==> src/rtl/cs_seq_if.sv <==
// Stream and engine-side signal bundle for the CS window sequencer.
// master = sequencer side, slave = sample source / engine / consumer side.
interface cs_seq_if #(
  parameter int DW    = 8,
  parameter int CNT_W = 4
);
  logic              in_valid;
  logic              in_ready;
  logic [DW-1:0]     in_data;
  logic              flush;
  logic [DW-1:0]     eng_x;
  logic              eng_shift;
  logic              eng_clr;
  logic [DW+1:0]     eng_y;
  logic              out_valid;
  logic              out_ready;
  logic [DW+1:0]     out_y;
  logic [CNT_W-1:0]  fill;

  modport master (
    input  in_valid, in_data, flush, eng_y, out_ready,
    output in_ready, eng_x, eng_shift, eng_clr, out_valid, out_y, fill
  );

  modport slave (
    output in_valid, in_data, flush, eng_y, out_ready,
    input  in_ready, eng_x, eng_shift, eng_clr, out_valid, out_y, fill
  );
endinterface

==> src/rtl/cs_seq_ctrl.sv <==
// Sequencer for the 9-tap CS window engine: one shift strobe per accepted sample,
// waits LAT cycles, presents Y. Define CS_WARMUP_OUT_EN to emit results during warm-up too.
module cs_seq_ctrl #(
  parameter int DW    = 8,
  parameter int WIN   = 9,
  parameter int LAT   = 1,
  parameter int CNT_W = 4
) (
  input  logic     clk,
  input  logic     reset_n,
  cs_seq_if.master bus
);

`ifdef CS_WARMUP_OUT_EN
  localparam bit WARM_OUT = 1'b1;
`else
  localparam bit WARM_OUT = 1'b0;
`endif

  localparam int LAT_W = 3;

  typedef enum logic [2:0] {CLEAR, IDLE, SHIFT, WAIT, HOLD} state_t;

  state_t            state_q, state_d;
  logic [CNT_W-1:0]  fill_q, fill_d;
  logic [LAT_W-1:0]  cnt_q, cnt_d;
  logic [DW-1:0]     x_q, x_d;
  logic [DW+1:0]     y_q, y_d;
  logic              ov_q, ov_d;
  logic              in_ready, eng_shift, eng_clr;

  function automatic logic [CNT_W-1:0] sat_inc(input logic [CNT_W-1:0] f);
    return (f >= CNT_W'(WIN)) ? CNT_W'(WIN) : f + 1'b1;
  endfunction

  always_ff @(posedge clk or negedge reset_n) begin
    if (!reset_n) begin
      state_q <= CLEAR;
      fill_q  <= '0;
      cnt_q   <= '0;
      x_q     <= '0;
      y_q     <= '0;
      ov_q    <= 1'b0;
    end else begin
      state_q <= state_d;
      fill_q  <= fill_d;
      cnt_q   <= cnt_d;
      x_q     <= x_d;
      y_q     <= y_d;
      ov_q    <= ov_d;
    end
  end

  // CLEAR ignores flush; elsewhere flush pre-empts every other transition.
  always_comb begin
    state_d   = state_q;
    fill_d    = fill_q;
    cnt_d     = cnt_q;
    x_d       = x_q;
    y_d       = y_q;
    ov_d      = ov_q;
    in_ready  = 1'b0;
    eng_shift = 1'b0;
    eng_clr   = 1'b0;
    if (state_q == CLEAR) begin
      eng_clr = 1'b1;
      fill_d  = '0;
      state_d = IDLE;
    end else if (bus.flush) begin
      ov_d    = 1'b0;
      state_d = CLEAR;
    end else begin
      case (state_q)
        IDLE: begin
          in_ready = 1'b1;
          if (bus.in_valid) begin
            x_d     = bus.in_data;
            state_d = SHIFT;
          end
        end
        SHIFT: begin
          eng_shift = 1'b1;
          fill_d    = sat_inc(fill_q);
          cnt_d     = LAT_W'(LAT);
          state_d   = WAIT;
        end
        WAIT: begin
          if (cnt_q <= LAT_W'(1)) begin
            y_d = bus.eng_y;
            if (WARM_OUT || fill_q == CNT_W'(WIN)) begin
              ov_d    = 1'b1;
              state_d = HOLD;
            end else begin
              state_d = IDLE;
            end
          end else begin
            cnt_d = cnt_q - 1'b1;
          end
        end
        HOLD: begin
          if (bus.out_ready) begin
            ov_d    = 1'b0;
            state_d = IDLE;
          end
        end
        default: state_d = CLEAR;
      endcase
    end
  end

  assign bus.in_ready  = in_ready;
  assign bus.eng_shift = eng_shift;
  assign bus.eng_clr   = eng_clr;
  assign bus.eng_x     = x_q;
  assign bus.out_y     = y_q;
  assign bus.out_valid = ov_q;
  assign bus.fill      = fill_q;

endmodule
==> src/flat_wrapper.sv <==
// flat-port wrapper written by rule: the top's interface ports become plain ports
module cs_seq_ctrl_flat 
#(
  parameter int DW    = 8,
  parameter int WIN   = 9,
  parameter int LAT   = 1,
  parameter int CNT_W = 4
)
  (clk, reset_n, bus_in_valid, bus_in_data, bus_flush, bus_eng_y, bus_out_ready, bus_in_ready, bus_eng_x, bus_eng_shift, bus_eng_clr, bus_out_valid, bus_out_y, bus_fill);
  cs_seq_if #(.DW(DW), .CNT_W(CNT_W)) bus_i ();
  input  logic clk;
  input  logic reset_n;
  input wire logic [$bits(bus_i.in_valid)-1:0] bus_in_valid;
  input wire logic [$bits(bus_i.in_data)-1:0] bus_in_data;
  input wire logic [$bits(bus_i.flush)-1:0] bus_flush;
  input wire logic [$bits(bus_i.eng_y)-1:0] bus_eng_y;
  input wire logic [$bits(bus_i.out_ready)-1:0] bus_out_ready;
  output wire logic [$bits(bus_i.in_ready)-1:0] bus_in_ready;
  output wire logic [$bits(bus_i.eng_x)-1:0] bus_eng_x;
  output wire logic [$bits(bus_i.eng_shift)-1:0] bus_eng_shift;
  output wire logic [$bits(bus_i.eng_clr)-1:0] bus_eng_clr;
  output wire logic [$bits(bus_i.out_valid)-1:0] bus_out_valid;
  output wire logic [$bits(bus_i.out_y)-1:0] bus_out_y;
  output wire logic [$bits(bus_i.fill)-1:0] bus_fill;
  assign bus_i.in_valid = bus_in_valid;
  assign bus_i.in_data = bus_in_data;
  assign bus_i.flush = bus_flush;
  assign bus_i.eng_y = bus_eng_y;
  assign bus_i.out_ready = bus_out_ready;
  assign bus_in_ready = bus_i.in_ready;
  assign bus_eng_x = bus_i.eng_x;
  assign bus_eng_shift = bus_i.eng_shift;
  assign bus_eng_clr = bus_i.eng_clr;
  assign bus_out_valid = bus_i.out_valid;
  assign bus_out_y = bus_i.out_y;
  assign bus_fill = bus_i.fill;
  cs_seq_ctrl #(.DW(DW), .WIN(WIN), .LAT(LAT), .CNT_W(CNT_W)) u_core (.clk(clk), .reset_n(reset_n), .bus(bus_i));
endmodule
==> config.mk <==
export PLATFORM = sky130hd
export DESIGN_NAME = cs_seq_ctrl_flat
export DESIGN_NICKNAME = d
export VERILOG_FILES = /design/src/rtl/cs_seq_if.sv /design/src/rtl/cs_seq_ctrl.sv /design/src/flat_wrapper.sv
export SDC_FILE = /design/constraint.sdc
export NUM_CORES = 1
export LEC_CHECK = 0
export ABC_CLOCK_PERIOD_IN_PS = 4500
export BUFFER_PORTS_ARGS = -buffer_cell sky130_fd_sc_hd__buf_4
export CORE_MARGIN = 10
export CORE_UTILIZATION = 53
export DETAILED_ROUTE_END_ITERATION = 6
export GPL_ROUTABILITY_DRIVEN = 0
export PLACE_DENSITY_LB_ADDON = 0.3
export REMOVE_ABC_BUFFERS = 1
export SYNTH_ARGS = -nofsm -noshare
export SYNTH_HDL_FRONTEND = slang
export SYNTH_SLANG_ARGS = --single-unit
export TNS_END_PERCENT = 1
==> constraint.sdc <==
create_clock -name clk -period 4.5 [get_ports clk]
set_clock_uncertainty 0.05 [all_clocks]
set_input_delay 0.45 -clock clk [delete_from_list [all_inputs] [get_ports clk]]
set_output_delay 0.45 -clock clk [all_outputs]
set_load 0.05 [all_outputs]
==> summary.txt <==
Route
  – Initial drt markers: 55
  – Vias: 1124
  – Drt drc: 0
  – Antenna violation net count after detailed routing: 0
  – WL per Instance: 15.6 um
  – 1st-pass router iterations: 5
  – Vias per cell: 5.54
  – Total Routed Length: 3170 um

Floorplanning
  – I/O pin cnt: 49
  – Core outline area: 2540 um2
  – Rows: 18
  – Die area: 5210 um2
  – Die Width: 72.2 um
  – Die H: 72.2 um
  – Initial core utilization: 0.567

Timing
  – Rel. slew slack: 0.661
  – Fmax achieved: 440 MHz
  – Total Neg Setup Slack: 0 ns
  – RSZ-0062 raised after global routing: false
  – Final-report hold violation count: 0
  – Smallest setup slack after layout: 2.23 ns
  – Setup violators final: 0
  – Crit share post-route: 0.506
  – Final Max Slew Viols: 0
  – Slew @ Worst Pin: 0.508 ns
  – Final min period: 2.27 ns

CTS
  – Max Buffers Root-to-Sink: 2
  – CTS tree: done
  – Clock Latency Late Sink: 0.33 ns
  – Reg clk slew, reported paths: 0.09 ns
  – Sink Count: 29
  – CTS root buf: clkbuf_4
  – Total CTS buffers: 5
  – H-tree Lvls: 2
  – Setup repair bufs after CTS: 0

Synth
  – Netlist Area Pre-Place: 1440 um2
  – Area leader, netlist: dfrtp_1
  – Register area share after synthesis: 0.503
  – #FFs+latches synth: 29
  – Distinct cells, synth: 32
  – Cells after Synth: 120
  – Synth top area cells: dfrtp_1 50%, mux2_2 12%, ha_1 4.3%
  – YS warnings: 0
  – Synth top area share: 0.503
  – Syn avg cell area: 12.0 um2

GRT
  – Tot GR Track Use: 0.129
  – Initial antenna violation count: 0
  – Total gr overflow: 0
  – Largest net degree at the start of global routing: 30
  – First-pass GRT wire length: 5340 um
  – Number of global-route vias before repair: 1180

Place
  – Dpl ws: 2.54 ns
  – Hpwl dp: 2420 um
  – # port buffers: 48

Power and ir drop
  – PD cells: 652 nW/um2
  – Max IR drop VDD: 495 uV
  – Leakage: 0.000953 uW

Layout
  – Layout cells sized above 1: 0.457
  – Most frequent cells in the layout: 48 x buf_4, 29 x dfrtp_1, 16 x mux2_2
  – Final net count: 200
  – Number of diodes: 0
  – Commonest non-fill, non-tap cell in the layout: buf_4
  – Layout area overhead: 32.2%

Critical path
  – Worst path cell trace: or2_2 > nor3b_4 > buf_4
  – Crit path DAT: 1.77 ns
  – CP startpoint kind: flop
  – Required time of the critical path: 4.00 ns
  – CP Capture Type: primary output
  – CP max FO: 13
  – Critical path's slowest cell: dfrtp_1
  – Critical path type: reg2out
  – Max incr delay on CP: 0.52 ns

Worst hold path
  – Class of the worst hold path: in2reg

Flow run
  – Max_cap viols: 0

Run status
  – Status: complete, no violations
flip-flops by register name, indices dropped and copies added, names as in the netlist:
| name | flops |
|---|---|
| u_core.bus.eng_x | 8 |
| u_core.bus.fill | 4 |
| u_core.state_q | 3 |
| u_core.bus.out_y | 10 |
| u_core.bus.out_valid | 1 |
| u_core.cnt_q | 3 |
stage by stage:
stage | power (uW) | area (um2) | hold WS (ns) | cells | utilization
2_1_floorplan | 839 | 1420 | 0.104 | 116 | -
3_3_place_gp | 1020 | 1810 | 0.337 | 194 | 0.713
3_5_place_dp | 1030 | 1810 | 0.342 | 194 | 0.713
4_1_cts | 1260 | 1910 | 0.273 | 203 | 0.750
5_1_grt | 1320 | 1910 | 0.266 | 203 | 0.750
6_report | 1250 | 1910 | 0.290 | 203 | 0.750
timing repair:
action,CTS,global route
hold buffers,1,0
hold endpoints to repair,29,0
gates resized for setup,0,0
cell usage after synthesis:
library cell and instances:
nand4_1 3, nor2b_1 2, o21bai_1 3, o22a_1 1, clkbuf_1 1, nand2b_1 1, buf_2 2, ha_1 5
o21ai_0 5, nor2_1 5, o22ai_1 1, or2_2 1, nor3b_1 1, clkbuf_8 1, o21a_1 1, nand3_1 3
o31ai_1 1, a32o_1 1, nor3_1 1, nor2_8 1, a21oi_1 7, inv_1 6, o221ai_1 1, mux2_2 16
mux2_1 2, nand3b_1 2, nand2_1 9, dfrtp_1 29, a21boi_0 2, nor4b_4 2, nand2_2 2, nor3b_4 2
layout make-up:
cell class                      instances  area, um2
Clock buffer                            7       55.1
Multi-Input combinational cell         81        668
Timing Repair Buffer                   49        370
Inverter                                6       22.5
Clock inverter                          1       30.0
Fill cell                             186        636
Tap cell                               30       37.5
Sequential cell                        29        726
critical path, delay by kind of cell, from the launching register on:
family / cells / cell delay, ns
buffers and inverters: 1 / 0.24
flip-flops: 1 / 0.52
AND/OR/NAND/NOR: 2 / 0.68
cell families after synthesis:
group / Yosys count / share of synthesized area
adder cells (fa/ha/maj): 5 / 0.0433
AND/OR/NAND/NOR: 35 / 0.178
buffers and inverters: 10 / 0.0347
multiplexers: 18 / 0.140
AO/OA/AOI/OAI: 23 / 0.101
flip-flops: 29 / 0.503
report_power, final:
part | switching, uW | internal [uW] | total (uW)
clock | 88.9 | 133 | 221
sequential | 71.2 | 340 | 411
combinational | 399 | 214 | 613
total | 559 | 687 | 1250
final timing paths:
kind	start	to	slack (ns)	depth (start not counted)
max	u_core.state_q[0]$_DFFE_PN0P_	bus_eng_shift	2.23	3
min	bus_eng_y[8]	u_core.bus.out_y[8]$_DFFE_PN0P_	0.29	2
max reg2reg	u_core.state_q[1]$_DFFE_PN0P_	u_core.bus.out_y[1]$_DFFE_PN0P_	2.55	4
min reg2reg	u_core.bus.out_y[8]$_DFFE_PN0P_	u_core.bus.out_y[8]$_DFFE_PN0P_	0.45	1
max in group asynchronous	reset_n	u_core.bus.out_y[1]$_DFFE_PN0P_	3.61	2
min in group asynchronous	reset_n	u_core.bus.fill[3]$_DFFE_PN0P_	0.52	2
metal layers:
layer | GRT usage | share of wire
met1 | 0.132 | 0.39
met3 | 0.0844 | 0.12
met4 | 0.0624 | 0.015
met5 | 0 | 0
met2 | 0.198 | 0.48
(Power assumes the default switching activity.)
